==> src/rtl/mem_port_arbiter_if.sv <==
// Bundle of every non-clock/reset signal of mem_port_arbiter.
//   slave  : arbiter view (takes I/D requests and memory read data, drives acks, data, strobes)
//   master : environment view (CPU core requesters plus the memory model)
// Request side : i_req/i_addr, d_req/d_we/d_addr/d_wdata
// Response side: i_ack/i_rdata, d_ack/d_rdata, err, busy
// Memory side  : mem_addr, mem_wdata, mem_we, mem_re, mem_rdata
interface mem_port_arbiter_if #(
  parameter int unsigned DATA_W = 32,
  parameter int unsigned ADDR_W = 32
);
  logic              i_req;
  logic [ADDR_W-1:0] i_addr;
  logic              i_ack;
  logic [DATA_W-1:0] i_rdata;
  logic              d_req;
  logic              d_we;
  logic [ADDR_W-1:0] d_addr;
  logic [DATA_W-1:0] d_wdata;
  logic              d_ack;
  logic [DATA_W-1:0] d_rdata;
  logic              err;
  logic              busy;
  logic [ADDR_W-1:0] mem_addr;
  logic [DATA_W-1:0] mem_wdata;
  logic              mem_we;
  logic              mem_re;
  logic [DATA_W-1:0] mem_rdata;

  modport slave (
    input  i_req, i_addr, d_req, d_we, d_addr, d_wdata, mem_rdata,
    output i_ack, i_rdata, d_ack, d_rdata, err, busy, mem_addr, mem_wdata, mem_we, mem_re
  );

  modport master (
    output i_req, i_addr, d_req, d_we, d_addr, d_wdata, mem_rdata,
    input  i_ack, i_rdata, d_ack, d_rdata, err, busy, mem_addr, mem_wdata, mem_we, mem_re
  );
endinterface

==> src/rtl/mem_port_arbiter.sv <==
// mem_port_arbiter: shares one single-port unified memory between the fetch (I) and the
// load/store (D) requesters. One access at a time: IDLE -> ACCESS (WAIT_STATES+1 cycles) -> RESP,
// with a one-cycle ack in RESP. D wins simultaneous requests.
// Ports:
//   Clk      rising-edge clock
//   Reset_n  asynchronous active-low reset; aborts any transaction in flight
//   bus      mem_port_arbiter_if.slave (requests, acks, read data, err, busy, memory strobes)
// Optional feature: define MEM_ARB_STARVE_GUARD_EN to force an I grant after STARVE_LIMIT
// consecutive D grants made while I was waiting.
module mem_port_arbiter #(
  parameter int unsigned DATA_W       = 32,
  parameter int unsigned ADDR_W       = 32,
  parameter int unsigned MEM_DEPTH    = 513,
  parameter int unsigned WAIT_STATES  = 0,
  parameter int unsigned STARVE_LIMIT = 4
) (
  input logic               Clk,
  input logic               Reset_n,
  mem_port_arbiter_if.slave bus
);

  typedef enum logic [1:0] {
    StIdle   = 2'd0,
    StAccess = 2'd1,
    StResp   = 2'd2
  } state_e;

  localparam logic [ADDR_W-1:0] DepthLim = ADDR_W'(MEM_DEPTH);
  localparam logic [3:0]        WaitInit = 4'(WAIT_STATES);

  state_e            state_q, state_d;
  logic              owner_d_q;   // 1: D owns the current transaction, 0: I
  logic              we_q;
  logic              in_range_q;
  logic              err_q;
  logic [ADDR_W-1:0] addr_q;
  logic [DATA_W-1:0] wdata_q;
  logic [DATA_W-1:0] i_rdata_q;
  logic [DATA_W-1:0] d_rdata_q;
  logic [3:0]        wcnt_q, wcnt_d;

  logic              grant_d, grant_i;
  logic              capture;
  logic              starve_force;
  logic              mem_re_c, mem_we_c;
  logic [ADDR_W-1:0] grant_addr;
  logic [DATA_W-1:0] cap_data;

`ifdef MEM_ARB_STARVE_GUARD_EN
  logic [3:0] scnt_q;

  assign starve_force = bus.i_req && (scnt_q == 4'(STARVE_LIMIT));

  // Only D grants that bypass a waiting fetch count; any I grant restarts the window.
  always_ff @(posedge Clk or negedge Reset_n) begin
    if (!Reset_n) begin
      scnt_q <= 4'd0;
    end else if (grant_i) begin
      scnt_q <= 4'd0;
    end else if (grant_d && bus.i_req) begin
      scnt_q <= scnt_q + 4'd1;
    end
  end
`else
  logic unused_starve_limit;

  assign starve_force        = 1'b0;
  assign unused_starve_limit = ^STARVE_LIMIT;
`endif

  always_comb begin
    state_d  = state_q;
    wcnt_d   = wcnt_q;
    grant_d  = 1'b0;
    grant_i  = 1'b0;
    capture  = 1'b0;
    mem_re_c = 1'b0;
    mem_we_c = 1'b0;
    unique case (state_q)
      StIdle: begin
        if (starve_force) begin
          grant_i = 1'b1;
        end else if (bus.d_req) begin
          grant_d = 1'b1;
        end else if (bus.i_req) begin
          grant_i = 1'b1;
        end
        if (grant_d || grant_i) begin
          state_d = StAccess;
          wcnt_d  = WaitInit;
        end
      end
      StAccess: begin
        // Out-of-range accesses keep their timing but never touch the memory.
        if (in_range_q) begin
          mem_re_c = !we_q;
          mem_we_c = we_q && (wcnt_q == 4'd0);  // single write edge, at the end of ACCESS
        end
        if (wcnt_q == 4'd0) begin
          capture = 1'b1;
          state_d = StResp;
        end else begin
          wcnt_d = wcnt_q - 4'd1;
        end
      end
      StResp: begin
        state_d = StIdle;
      end
      default: begin
        state_d = StIdle;
      end
    endcase
  end

  assign grant_addr = grant_d ? bus.d_addr : bus.i_addr;
  assign cap_data   = (in_range_q && !we_q) ? bus.mem_rdata : '0;

  always_ff @(posedge Clk or negedge Reset_n) begin
    if (!Reset_n) begin
      state_q    <= StIdle;
      wcnt_q     <= 4'd0;
      owner_d_q  <= 1'b0;
      we_q       <= 1'b0;
      in_range_q <= 1'b0;
      err_q      <= 1'b0;
      addr_q     <= '0;
      wdata_q    <= '0;
      i_rdata_q  <= '0;
      d_rdata_q  <= '0;
    end else begin
      state_q <= state_d;
      wcnt_q  <= wcnt_d;
      if (grant_d || grant_i) begin
        owner_d_q  <= grant_d;
        we_q       <= grant_d && bus.d_we;
        addr_q     <= grant_addr;
        wdata_q    <= grant_d ? bus.d_wdata : '0;
        in_range_q <= grant_addr < DepthLim;
      end
      if (capture) begin
        if (owner_d_q) begin
          d_rdata_q <= cap_data;
        end else begin
          i_rdata_q <= cap_data;
        end
        err_q <= !in_range_q;
      end
    end
  end

  // Strobes and acks decode straight from state so reset removes them at once.
  assign bus.i_ack     = (state_q == StResp) && !owner_d_q;
  assign bus.d_ack     = (state_q == StResp) && owner_d_q;
  assign bus.err       = (state_q == StResp) && err_q;
  assign bus.busy      = (state_q != StIdle);
  assign bus.i_rdata   = i_rdata_q;
  assign bus.d_rdata   = d_rdata_q;
  assign bus.mem_addr  = addr_q;
  assign bus.mem_wdata = wdata_q;
  assign bus.mem_re    = mem_re_c;
  assign bus.mem_we    = mem_we_c;

endmodule
==> src/flat_wrapper.sv <==
// flat-port wrapper written by rule: the top's interface ports become plain ports
module mem_port_arbiter_flat 
#(
  parameter int unsigned DATA_W       = 32,
  parameter int unsigned ADDR_W       = 32,
  parameter int unsigned MEM_DEPTH    = 513,
  parameter int unsigned WAIT_STATES  = 0,
  parameter int unsigned STARVE_LIMIT = 4
)
  (Clk, Reset_n, bus_i_req, bus_i_addr, bus_d_req, bus_d_we, bus_d_addr, bus_d_wdata, bus_mem_rdata, bus_i_ack, bus_i_rdata, bus_d_ack, bus_d_rdata, bus_err, bus_busy, bus_mem_addr, bus_mem_wdata, bus_mem_we, bus_mem_re);
  mem_port_arbiter_if #(.DATA_W(DATA_W), .ADDR_W(ADDR_W)) bus_i ();
  input logic Clk;
  input logic Reset_n;
  input wire logic [$bits(bus_i.i_req)-1:0] bus_i_req;
  input wire logic [$bits(bus_i.i_addr)-1:0] bus_i_addr;
  input wire logic [$bits(bus_i.d_req)-1:0] bus_d_req;
  input wire logic [$bits(bus_i.d_we)-1:0] bus_d_we;
  input wire logic [$bits(bus_i.d_addr)-1:0] bus_d_addr;
  input wire logic [$bits(bus_i.d_wdata)-1:0] bus_d_wdata;
  input wire logic [$bits(bus_i.mem_rdata)-1:0] bus_mem_rdata;
  output wire logic [$bits(bus_i.i_ack)-1:0] bus_i_ack;
  output wire logic [$bits(bus_i.i_rdata)-1:0] bus_i_rdata;
  output wire logic [$bits(bus_i.d_ack)-1:0] bus_d_ack;
  output wire logic [$bits(bus_i.d_rdata)-1:0] bus_d_rdata;
  output wire logic [$bits(bus_i.err)-1:0] bus_err;
  output wire logic [$bits(bus_i.busy)-1:0] bus_busy;
  output wire logic [$bits(bus_i.mem_addr)-1:0] bus_mem_addr;
  output wire logic [$bits(bus_i.mem_wdata)-1:0] bus_mem_wdata;
  output wire logic [$bits(bus_i.mem_we)-1:0] bus_mem_we;
  output wire logic [$bits(bus_i.mem_re)-1:0] bus_mem_re;
  assign bus_i.i_req = bus_i_req;
  assign bus_i.i_addr = bus_i_addr;
  assign bus_i.d_req = bus_d_req;
  assign bus_i.d_we = bus_d_we;
  assign bus_i.d_addr = bus_d_addr;
  assign bus_i.d_wdata = bus_d_wdata;
  assign bus_i.mem_rdata = bus_mem_rdata;
  assign bus_i_ack = bus_i.i_ack;
  assign bus_i_rdata = bus_i.i_rdata;
  assign bus_d_ack = bus_i.d_ack;
  assign bus_d_rdata = bus_i.d_rdata;
  assign bus_err = bus_i.err;
  assign bus_busy = bus_i.busy;
  assign bus_mem_addr = bus_i.mem_addr;
  assign bus_mem_wdata = bus_i.mem_wdata;
  assign bus_mem_we = bus_i.mem_we;
  assign bus_mem_re = bus_i.mem_re;
  mem_port_arbiter #(.DATA_W(DATA_W), .ADDR_W(ADDR_W), .MEM_DEPTH(MEM_DEPTH), .WAIT_STATES(WAIT_STATES), .STARVE_LIMIT(STARVE_LIMIT)) u_core (.Clk(Clk), .Reset_n(Reset_n), .bus(bus_i));
endmodule
==> config.mk <==
export PLATFORM = sky130hd
export DESIGN_NAME = mem_port_arbiter_flat
export DESIGN_NICKNAME = d
export VERILOG_FILES = /design/src/rtl/mem_port_arbiter_if.sv /design/src/rtl/mem_port_arbiter.sv /design/src/flat_wrapper.sv
export SDC_FILE = /design/constraint.sdc
export NUM_CORES = 1
export LEC_CHECK = 0
export BUFFER_PORTS_ARGS = -buffer_cell sky130_fd_sc_hd__buf_2
export CAP_MARGIN = 40
export CORE_MARGIN = 4
export CORE_UTILIZATION = 47
export CTS_CLUSTER_DIAMETER = 60
export DETAILED_ROUTE_END_ITERATION = 8
export PLACE_DENSITY = 0.8
export SLEW_MARGIN = 20
export SYNTH_ARGS = -nofsm -noshare
export SYNTH_HDL_FRONTEND = slang
export SYNTH_SLANG_ARGS = --single-unit
==> constraint.sdc <==
create_clock -name Clk -period 2.4 [get_ports Clk]
set_input_delay 0.48 -clock Clk [delete_from_list [all_inputs] [get_ports Clk]]
set_output_delay 0.48 -clock Clk [all_outputs]
set_load 0.05 [all_outputs]
======== After elaboration in Yosys (flattened, before gate mapping) ========
Cells that the tools add are included.
W data, S select, Z words.
word-level totals
  word-level logic and storage cells ...... 59
  register bits after elaboration ......... 138
  output and inout bits ................... 134
  input port bits ......................... 133
operators by class
  add/subtract/negate cells ............... 1
  equality and inequality tests ........... 5
  reduce and logical (&&, ||, !) cells .... 19
  mux-type cells .......................... 22
  bitwise gates (word level) .............. 1
  order comparisons ....................... 1
operator list
  kind                    count
  $mux W32                3
  $lt A32 B10 Y1 const B  1
  $mux W1                 13
  $mux W4                 2
  $pmux W4 S2             1
  $logic_and A1 B1 Y1     6
  $reduce_and A2 Y1       3
  $logic_not A4 Y1        1
  $mux W2                 2
  $ne A2 B1 Y1 const B    2
  $pmux W2 S2             1
  $reduce_bool A2 Y1      2
  $sub A4 B1 Y4 const B   1
  $logic_not A1 Y1        3
  $reduce_and A3 Y1       1
  $eq A2 B1 Y1 const B    1
  $eq A2 B2 Y1 const B    1
  $logic_not A2 Y1        1
  $logic_or A1 B1 Y1      2
  $ne A2 B2 Y1 const B    1
  $not A1 Y1              1

======== Longest topological paths before layout ========
Gate-level depths: netlist of the first run.
  depth after elaboration ................. 6
  depth in mapped cells ................... 8
  mapped depth without buffers ............ 7

======== Least setup slack after synthesis of the first run ========
OpenSTA, ideal clock, no wires.
  kind .................................... flip-flop to output port
  start ................................... register u_core.in_range_q
  end ..................................... output port bus_mem_re
  buffers on the path ..................... 2
  setup slack ............................. 236 ps
  arrival time ............................ 1684 ps
  cell stages (with the launch flop) ...... 5
  cell sequence ........................... dfrtp_1 > nor2b_1 > clkbuf_1 > clkbuf_1 > nor2b_1
on the way
  cells in the longest elaborated chain, start to end .. 2
RTL lines
  what                    line                     source
  from (decl)             mem_port_arbiter.sv:34   logic in_range_q;
  from (signal assigned)  mem_port_arbiter.sv:138  in_range_q <= grant_addr < DepthLim;
  $mux W1                 mem_port_arbiter.sv:95   if (in_range_q) begin
  $mux W1                 mem_port_arbiter.sv:79   unique case (state_q)
  to (decl)               flat_wrapper.sv:30       output wire logic [$bits(bus_i.mem_re)-1:0] bus_mem_re;
No other way between the ends.

======== Worst setup path in the final report of the first run ========
  start ................................... register u_core.wcnt_q[0]
  end ..................................... output port bus_mem_we
on the way
  cells in the longest elaborated chain, start to end .. 4
RTL lines
  what                    line                     source
  from (decl)             mem_port_arbiter.sv:40   logic [3:0] wcnt_q, wcnt_d;
  from (signal assigned)  mem_port_arbiter.sv:132  wcnt_q <= wcnt_d;
  $logic_not A4 Y1        mem_port_arbiter.sv:97   mem_we_c = we_q && (wcnt_q == 4'd0);
  $logic_and A1 B1 Y1     mem_port_arbiter.sv:97
  $mux W1                 mem_port_arbiter.sv:95
  $mux W1                 mem_port_arbiter.sv:79
  to (decl)               flat_wrapper.sv:29       output wire logic [$bits(bus_i.mem_we)-1:0] bus_mem_we;
No other way between the ends.

==> results, run 1 <==
- The fraction of synthesis flops using an asynchronous set or reset pin is 100%.
- Ranked by instance count, the synthesized netlist is headed by 140 x nand2_1, 138 x dfrtp_1, 71 x o21ai_0.
- The main combinational cell family by area after synthesis is compound AO/OA/AOI/OAI gates.
- The number of max-cap violations is 0.
- Of the total synthesized cell area, the portion taken by AND, OR, NAND and NOR gates is 13.7%.
- The worst-skew pair later-pin latency is 0.41 ns.
- The detailed placement HPWL is 12000 um.
- For the worst setup path, the data arrival time is 1.85 ns.
- The worst-path maximum fanout is 2.
- 0 antenna diodes ended up in the layout.
- Fill cells in the final layout number 958.
- The synthesized netlist devotes 0.436% of its cell area to adder and majority cells.
- Clock tree synthesis found a total of 138 sinks.
- The number of CTS-inserted buffers is 17.
- The final weighted congestion of routability-driven global placement is 0.871.
- Headroom to the max-slew limit came out at 60.1%.
- Measured in cells, the most critical reg-to-reg path has a length of 8.
- The critical path is of the flip-flop to output pin type.
- The first global-routing pass estimated 26200 um of wire.
- After synthesis, the cell types taking the most area are dfrtp_1 60%, nand2_1 9.2%, o21ai_0 6.2%.
- The cell accounting for the most synthesized area is dfrtp_1.
- Setup repair after global routing left no endpoint under its margin.
- The portion of total power attributed to combinational logic is 46.7%.
- The power share of the sequential group is 30.4%.
- Detailed routing placed a total of 1330 um of wire on met3.
- In this run switching power makes up 47.2% of total power.
- The worst setup skew after layout is 0.00806 ns.
- For this design the ratio of total power to cell area is 1480 mW/mm2.
- TritonCTS built the clock tree.
- The switching power total is 5.49 mW.
- In the final layout, the share of cells above drive strength 1 is 43.5%.
- The CTS clock-pin slew for the worst setup and hold paths is 0.06 ns.
- The critical path launch point type is a flip-flop.
- The initial antenna violation count is 1.
- The detailed-route wire length is 16200 um.
- The share of total power dissipated in the clock network is 22.9%.
- Dividing the synthesized area by the synthesized cell count gives 10.8 um2.
- In the global route stage, overall resource usage came out at 23.2%.
- The flow ran to the end, and the final reports show no timing, DRC or antenna violations.
- The count of H-tree levels built during CTS is 4.
- The cell area after synthesis is 0.00574 mm2.
- The slew at the pin closest to its max-slew limit is 0.598 ns.
- After detailed routing, the number of remaining DRC violations is 0.
- The number of synthesized register bits is 138.
- Summing all multi-input logic gate instances after layout gives 0.00210 mm2.
- The most critical setup path has its startpoint at u_core.wcnt_q[0].
- The average wire per cell in the routed design is 16.9 um.
- Counting along the longest clock path gives a buffer depth of 2.
- The internal portion of the total power is 6.15 mW.
- The main flop type after synthesis is dfrtp_1.
- The row count is 40.
- The number of global-route vias before repair is 5216.
- The final-report setup violation count is 0.
- The kind of capture point of the worst setup path is an output pin.
- The termination of the worst setup path is bus_mem_we.
- The net count of the finished layout is 932.
- The hold violation total from the final report is 0.
- For this configuration, the core starts out at a cell density of 47.8%.
- The number of nets in the synthesized netlist is 666.
- In the post-synthesis netlist, the cell with the most instances is nand2_1.
- During placement, the flow inserted port buffers numbering 266.
- Data on the critical path is required at its endpoint by 1.92 ns.
- The vertical die dimension is 119 um.
- The top cell type by area accounts for 60.1% of the synthesized area.
- The buffer type at the clock tree root is clkbuf_16.
- Entering global routing, the biggest net connects 65 pins.
- The area fraction in compound gates after synthesis is 16.1%.
- The detailed router put a total of 6400 um of wire on met1.
- The worst register-to-register path ends at u_core.bus.i_rdata[1].
- The portion of the post-synthesis area used by sequential elements is 60.1%.
- The die covers 0.0141 mm2.
- The area growth from synthesis to layout is 36.7%.
- The highest metal layer with signal wires is met5.
- Measured against the total synthesized area, the mux share comes to 5.58%.
- The number of detailed-route iterations in the first pass is 5.
- During synthesis, Yosys emitted a total of 0 warnings.
- The post-synthesis xor/xnor area fraction is 0.305%.
- The worst register-to-register path has a setup slack of 0.22 ns.
- For the final routed database, the setup TNS stands at 0 ns.
- Counting distinct cell types in the post-synthesis netlist gives 37.
- Summing all flip-flop and latch instances after layout gives 0.00345 mm2.
- The remaining antenna violation count after routing is 0.
- The via count is 5072.
- After technology mapping, the gate count stands at 531.
- Measured along the x axis, the die boundary spans 119 um.
- The area of the core region is 0.0120 mm2.
- In this run the static leakage power is 4.19 nW.
- The worst register-to-register path begins at u_core.wcnt_q[0].
- The worst-case IR drop observed on VDD is 1.13 mV.
- The highest clock rate is 430 MHz.
- In this run, synthesis inferred 0 flip-flops with an integrated enable.
- In this run the count of I/O pins placed on the die edge is 267.
- The worst min-delay path class is primary input to asynchronous set/reset pin.
- In the finished design, the share of the clock period the worst path needs comes to 97.0%.
- Cells fill 65.4% of the core in the end.
- Summed over all layers, the global routing overflow is 0.
- The smallest clock period supported by the final layout is computed as 2.33 ns.
- The via density per instance is 5.30.
- The final max-slew violation count is 0.
- In this run, the number of DRC markers left after iteration 0 of detailed routing was 320.
- The detailed-routed wire length on met2 is 8150 um.
## worst min-delay path by stage
stage | from | to | slack (ns) | cells past startpoint
6_report | Reset_n | u_core.bus.i_rdata[10] | 0.05 | 1
5_1_grt | Reset_n | u_core.bus.d_rdata[14] | 0.1 | 1
4_1_cts | Reset_n | u_core.bus.mem_wdata[16] | 0.07 | 1
3_5_place_dp | u_core.bus.i_rdata[13] | u_core.bus.i_rdata[13] | 0.46 | 2
3_3_place_gp | u_core.bus.i_rdata[21] | u_core.bus.i_rdata[21] | 0.46 | 2
2_1_floorplan | Reset_n | u_core.bus.d_rdata[0] | 0.18 | 0
## layout make-up
type,instances,area share [%]
clock inverter,9,1.39
sequential,138,44.0
timing repair buffer,281,18.9
clock buffer,23,6.47
tap,147,2.34
multi-input combinational,355,26.7
inverter,4,0.191
## power by group through the flow
| stage | Clock, mW | Sequential [mW] | Combinational (mW) |
|---|---|---|---|
| final | 2.66 | 3.54 | 5.44 |
| after global routing | 2.82 | 3.63 | 5.76 |
| after CTS | 2.70 | 3.54 | 5.47 |
| after detailed placement | 0 | 3.55 | 5.40 |
| after global placement | 0 | 3.53 | 5.28 |
| after floorplan | 0 | 5.89 | 1.72 |
## through the flow
| step | setup WS [ns] | total power, mW | instance area [um2] | std cells | hold WS [ns] |
|---|---|---|---|---|---|
| final | 0.0728 | 11.6 | 7850 | 957 | 0.0474 |
| after global routing | 0.00658 | 12.2 | 7850 | 957 | 0.0979 |
| after CTS | 0.0117 | 11.7 | 7840 | 957 | 0.0731 |
| after detailed placement | 0.255 | 8.95 | 7190 | 922 | 0.461 |
| after global placement | 0.326 | 8.81 | 7190 | 922 | 0.455 |
| after floorplan | 0.236 | 7.61 | 5740 | 531 | 0.184 |
## kinds of logic after synthesis
family | count (synthesis)
flops | 138
mux | 32
compound gates | 138
fa+ha+maj | 2
xor+xnor | 2
simple gates | 181
buf+inv | 38
## cell usage in the layout (no fill, tap or decap), drive strengths merged, types with 2 or more instances in the layout
cell type | netlist | layout
buf | 18 | 281
clkbuf | 16 | 23
xnor2 | 2 | 2
nand2 | 141 | 141
and3b | 2 | 2
dfrtp | 138 | 138
o21ai | 101 | 101
clkinv | 0 | 2
nor2b | 2 | 2
ha | 2 | 2
clkinvlp | 0 | 4
bufinv | 0 | 2
mux2i | 32 | 32
nor2 | 6 | 6
nor4 | 16 | 16
inv | 4 | 5
nand2b | 2 | 2
a22o | 33 | 33
## sequential cells by signal, summed over array words and instances, names as in the netlist
signal / count
u_core.bus.d_rdata: 32
u_core.bus.i_rdata: 32
u_core.bus.mem_addr: 32
u_core.bus.mem_wdata: 32
u_core.wcnt_q: 4
u_core.state_q: 2
u_core.err_q: 1
u_core.in_range_q: 1
u_core.owner_d_q: 1
u_core.we_q: 1
## critical path, stage by stage, from the launching register on
cell and delay, ns:
dfrtp_1 0.40, inv_2 0.07, ha_1 0.14, or3b_4 0.40
nor2_4 0.10, and3_4 0.20, buf_8 0.14
## per-layer routing
metal | global-route usage [%] | vias up
met5 | 0 | -
met4 | 7.68 | 2
met3 | 7.70 | 24
met2 | 39.2 | 244
met1 | 28.0 | 2416
li1 | - | 2386
## timing repair
action | in CTS | in global routing
buffers inserted | 3 | 0
pin swaps | 1 | 1
setup endpoints to repair | 1 | 1
hold buffers | 0 | 0
gates resized for setup | 4 | 4
Note: power is estimated with default switching activity, not from simulation.
==> inputs of run 2 (changes only) <==
--- a/config.mk
+++ b/config.mk
@@ -8,10 +8,11 @@
 export BUFFER_PORTS_ARGS = -buffer_cell sky130_fd_sc_hd__buf_2
 export CAP_MARGIN = 40
 export CORE_MARGIN = 4
-export CORE_UTILIZATION = 47
+export CORE_UTILIZATION = 48
+export CTS_BUF_LIST = sky130_fd_sc_hd__clkbuf_2
 export CTS_CLUSTER_DIAMETER = 60
 export DETAILED_ROUTE_END_ITERATION = 8
-export PLACE_DENSITY = 0.8
+export PLACE_DENSITY = 0.82
 export SLEW_MARGIN = 20
 export SYNTH_ARGS = -nofsm -noshare
 export SYNTH_HDL_FRONTEND = slang
==> run 2 against run 1 <==
Design area up 9.2%. Cell count up 10%. Clock power down 38%. Critical endpoint unchanged. The flow now finishes with violations (setup timing). Worst setup slack worse by 0.33 ns. Critical path depth unchanged. Hold slack better by 0.031 ns. Non-clock buffer count up 101. First-iteration DRC count up 81%. Sequential share of layout area down 3.7 points.
==> results, run 2 (synthesized netlist as in run 1, its figures left out) <==
- The cell type group with the largest total delay on the critical path is simple AND/OR/NAND/NOR gates.
- The detailed-routed wire length on met2 is 10100 um.
- The final-report setup violation count is 1.
- For this design, the sink count on the clock tree is 138.
- The first global-routing pass estimated 32500 um of wire.
- The number of cells on the worst reg-to-reg path is 8.
- In the layout the commonest cells are 263 x buf_2, 139 x nand2_1, 138 x dfrtp_1, 96 x dlygate4sd3_1, 71 x o21ai_0.
- The die is 117 um wide.
- Summing all flip-flop and latch instances after layout gives 0.00345 mm2.
- The area of the core region is 0.0116 mm2.
- The floorplan step set the die height to 117 um.
- The peak per-stage delay on the critical path is 0.44 ns.
- The die covers 0.0138 mm2.
- On the final layout, the worst clock skew is 0.0346 ns.
- Cells fill 74.1% of the core in the end.
- The run finished, with violations left.
- The highest metal layer with signal wires is met4.
- The library cell used most frequently in the layout, excluding fill and tap cells, is buf_2.
- In this run the critical register-to-register path is launched from u_core.wcnt_q[1].
- The final max-slew violation count came to 0.
- The final critical path time including I/O delays and setup is 2.66 ns.
- The number of detailed-route iterations in the first pass is 5.
- The count of nets left with antenna violations once routing finished came out at 0.
- The pin count of the biggest net entering global routing is 65.
- Setup repair after global routing could not meet its margin everywhere.
- The leakage power of the design is 4.50 nW.
- In this run the core area contains 39 standard-cell rows.
- The number of nets at the end of the flow is 1033.
- The final weighted congestion of routability-driven global placement is 0.838.
- The standard cell with the maximum stage delay on the critical path is dfrtp_1.
- The critical path is of the flip-flop to output pin type.
- Of all nets on the critical path, the largest fanout is 2.
- For this block, the routed nets add up to 20200 um of wire.
- Summed over all nets, wire length on met3 after detailed routing comes to 1970 um.
- The H-tree was split into 4 levels.
- The number of global-route vias before repair is 6156.
- For this configuration, the core starts out at a cell density of 49.7%.
- The average wire per cell in the routed design is 19.1 um.
- For the worst-skew pair, the clock arrives at the later sink with an insertion delay of 0.70 ns.
- After layout, the worst path uses 111% of the clock period.
- The post-detailed-route DRC marker count is 0.
- The data arrival time of the critical path is 2.18 ns.
- VDD sags by at most 1.47 mV.
- The checks that failed: setup timing.
- The relative slew slack is 63.0%.
- The hold violation total from the final report is 0.
- Adding up every negative setup slack in the final design gives -0.258 ns.
- The total power is 11.1 mW.
- The DRC marker count from the first detailed-route iteration is 578.
- The kind of capture point of the worst setup path is an output pin.
- The post-route netlist has 39.3% of its cells at a drive strength greater than 1.
- The area growth from synthesis to layout is 49.3%.
- The critical path launch point type is a flip-flop.
- Clock-pin slew was measured on the worst setup and hold paths at 0.21 ns.
- The tool flagged a number of max-cap violations equal to 0.
- Dividing total power by cell area gives a power density of 1290 mW/mm2.
- Once placement finished, the instance area stood at 0.00720 mm2.
- The critical path goes through inv_2, ha_4, or3b_4, nor2_4, and3_4, buf_8.
- In this run the worst setup path begins at u_core.wcnt_q[1].
- The HPWL after detailed placement is 12200 um.
- Across all register-to-register paths, the minimum setup slack is 0.17 ns.
- The routed layout has 5847 vias.
- Following the worst setup path forward leads to its endpoint at bus_mem_we.
- The worst min-delay path class is primary input to flip-flop.
- The data required time of the critical path is 1.92 ns.
- The initial antenna violation count is 1.
- The global-route usage over all layers is 29.4%.
- The critical path runs through a total of 6 cells.
- The worst hold path stage count is 3.
- Once routing completed, OpenROAD measured the worst setup slack at -0.258 ns.
- The number of placed instances, taps included, is 918.
- The maximum buffer depth of the clock tree is 2.
- After detailed routing, the wire length on met1 is 7210 um.
- The count of pins on the block boundary is 267.
- Using the TritonRoute via totals, the vias-per-cell ratio works out to 5.54.
- Derived from the worst setup path, the maximum achievable clock frequency is 376 MHz.
- The port buffer count is 266.
- The sum of overflow across all layers after global routing is 0.
- For the pin with the worst max-slew slack, the measured transition is 0.555 ns.
- The buffer type at the clock tree root is clkbuf_2.
- The finished layout holds 1055 standard cells, fillers aside.
- The endpoint identified for the worst register-to-register timing path is u_core.bus.i_rdata[7].
- The CTS tree is built.
- The multi-input logic area is 0.00213 mm2.
- The number of CTS-inserted buffers is 17.
- The final instance area is 0.00857 mm2.
- After filler insertion, the fill cell instance count of the layout stands at 731.
- The critical path buffer and inverter count is 2.
run 2: power breakdown:
part	internal (mW)	switching, mW
Clock	0.789	0.853
Sequential	3.07	0.527
Combinational	1.54	4.29
run 2: layer usage:
layer  GRT usage [%]  vias up
met5               0        -
met1            33.9     2755
met2            48.9      419
li1                -     2592
met4            16.1        0
met3            9.19       81
run 2: timing repair:
action	4_1_cts	5_1_grt
hold endpoints to repair	158	0
gates resized for setup	11	5
buffers inserted	5	3
hold buffers	96	0
setup endpoints to repair	3	3
pin swaps	3	1
run 2: cell type report:
| type | instances | area share [%] |
|---|---|---|
| antenna | 1 | 0.0292 |
| clock inverter | 13 | 2.34 |
| timing repair buffer | 382 | 29.2 |
| tap | 143 | 2.09 |
| clock buffer | 19 | 1.11 |
| inverter | 4 | 0.175 |
| multi-input combinational | 355 | 24.8 |
| sequential | 138 | 40.3 |
run 2: worst min-delay path, delay by kind of cell:
family | cells | cell delay [ns]
compound gates | 1 | 0.06
buf+inv | 1 | 0.10
simple gates | 1 | 0.09
run 2: per-stage QoR:
step           hold slack [ns]  setup slack (ns)
2_1_floorplan            0.184             0.236
3_3_place_gp             0.455             0.326
3_5_place_dp             0.461             0.248
4_1_cts                0.00216            -0.339
5_1_grt               -0.00594            -0.400
6_report                0.0787            -0.258
run 2: worst min path at each step:
stage,startpoint,slack [ns],end
global route,bus_mem_rdata[7],-0.006,u_core.bus.i_rdata[7]
finish,bus_mem_rdata[7],0.08,u_core.bus.i_rdata[7]
floorplan,Reset_n,0.18,u_core.bus.d_rdata[0]
global placement,u_core.bus.i_rdata[15],0.45,u_core.bus.i_rdata[15]
CTS,bus_mem_rdata[7],0.002,u_core.bus.i_rdata[7]
detailed placement,u_core.bus.i_rdata[8],0.46,u_core.bus.i_rdata[8]
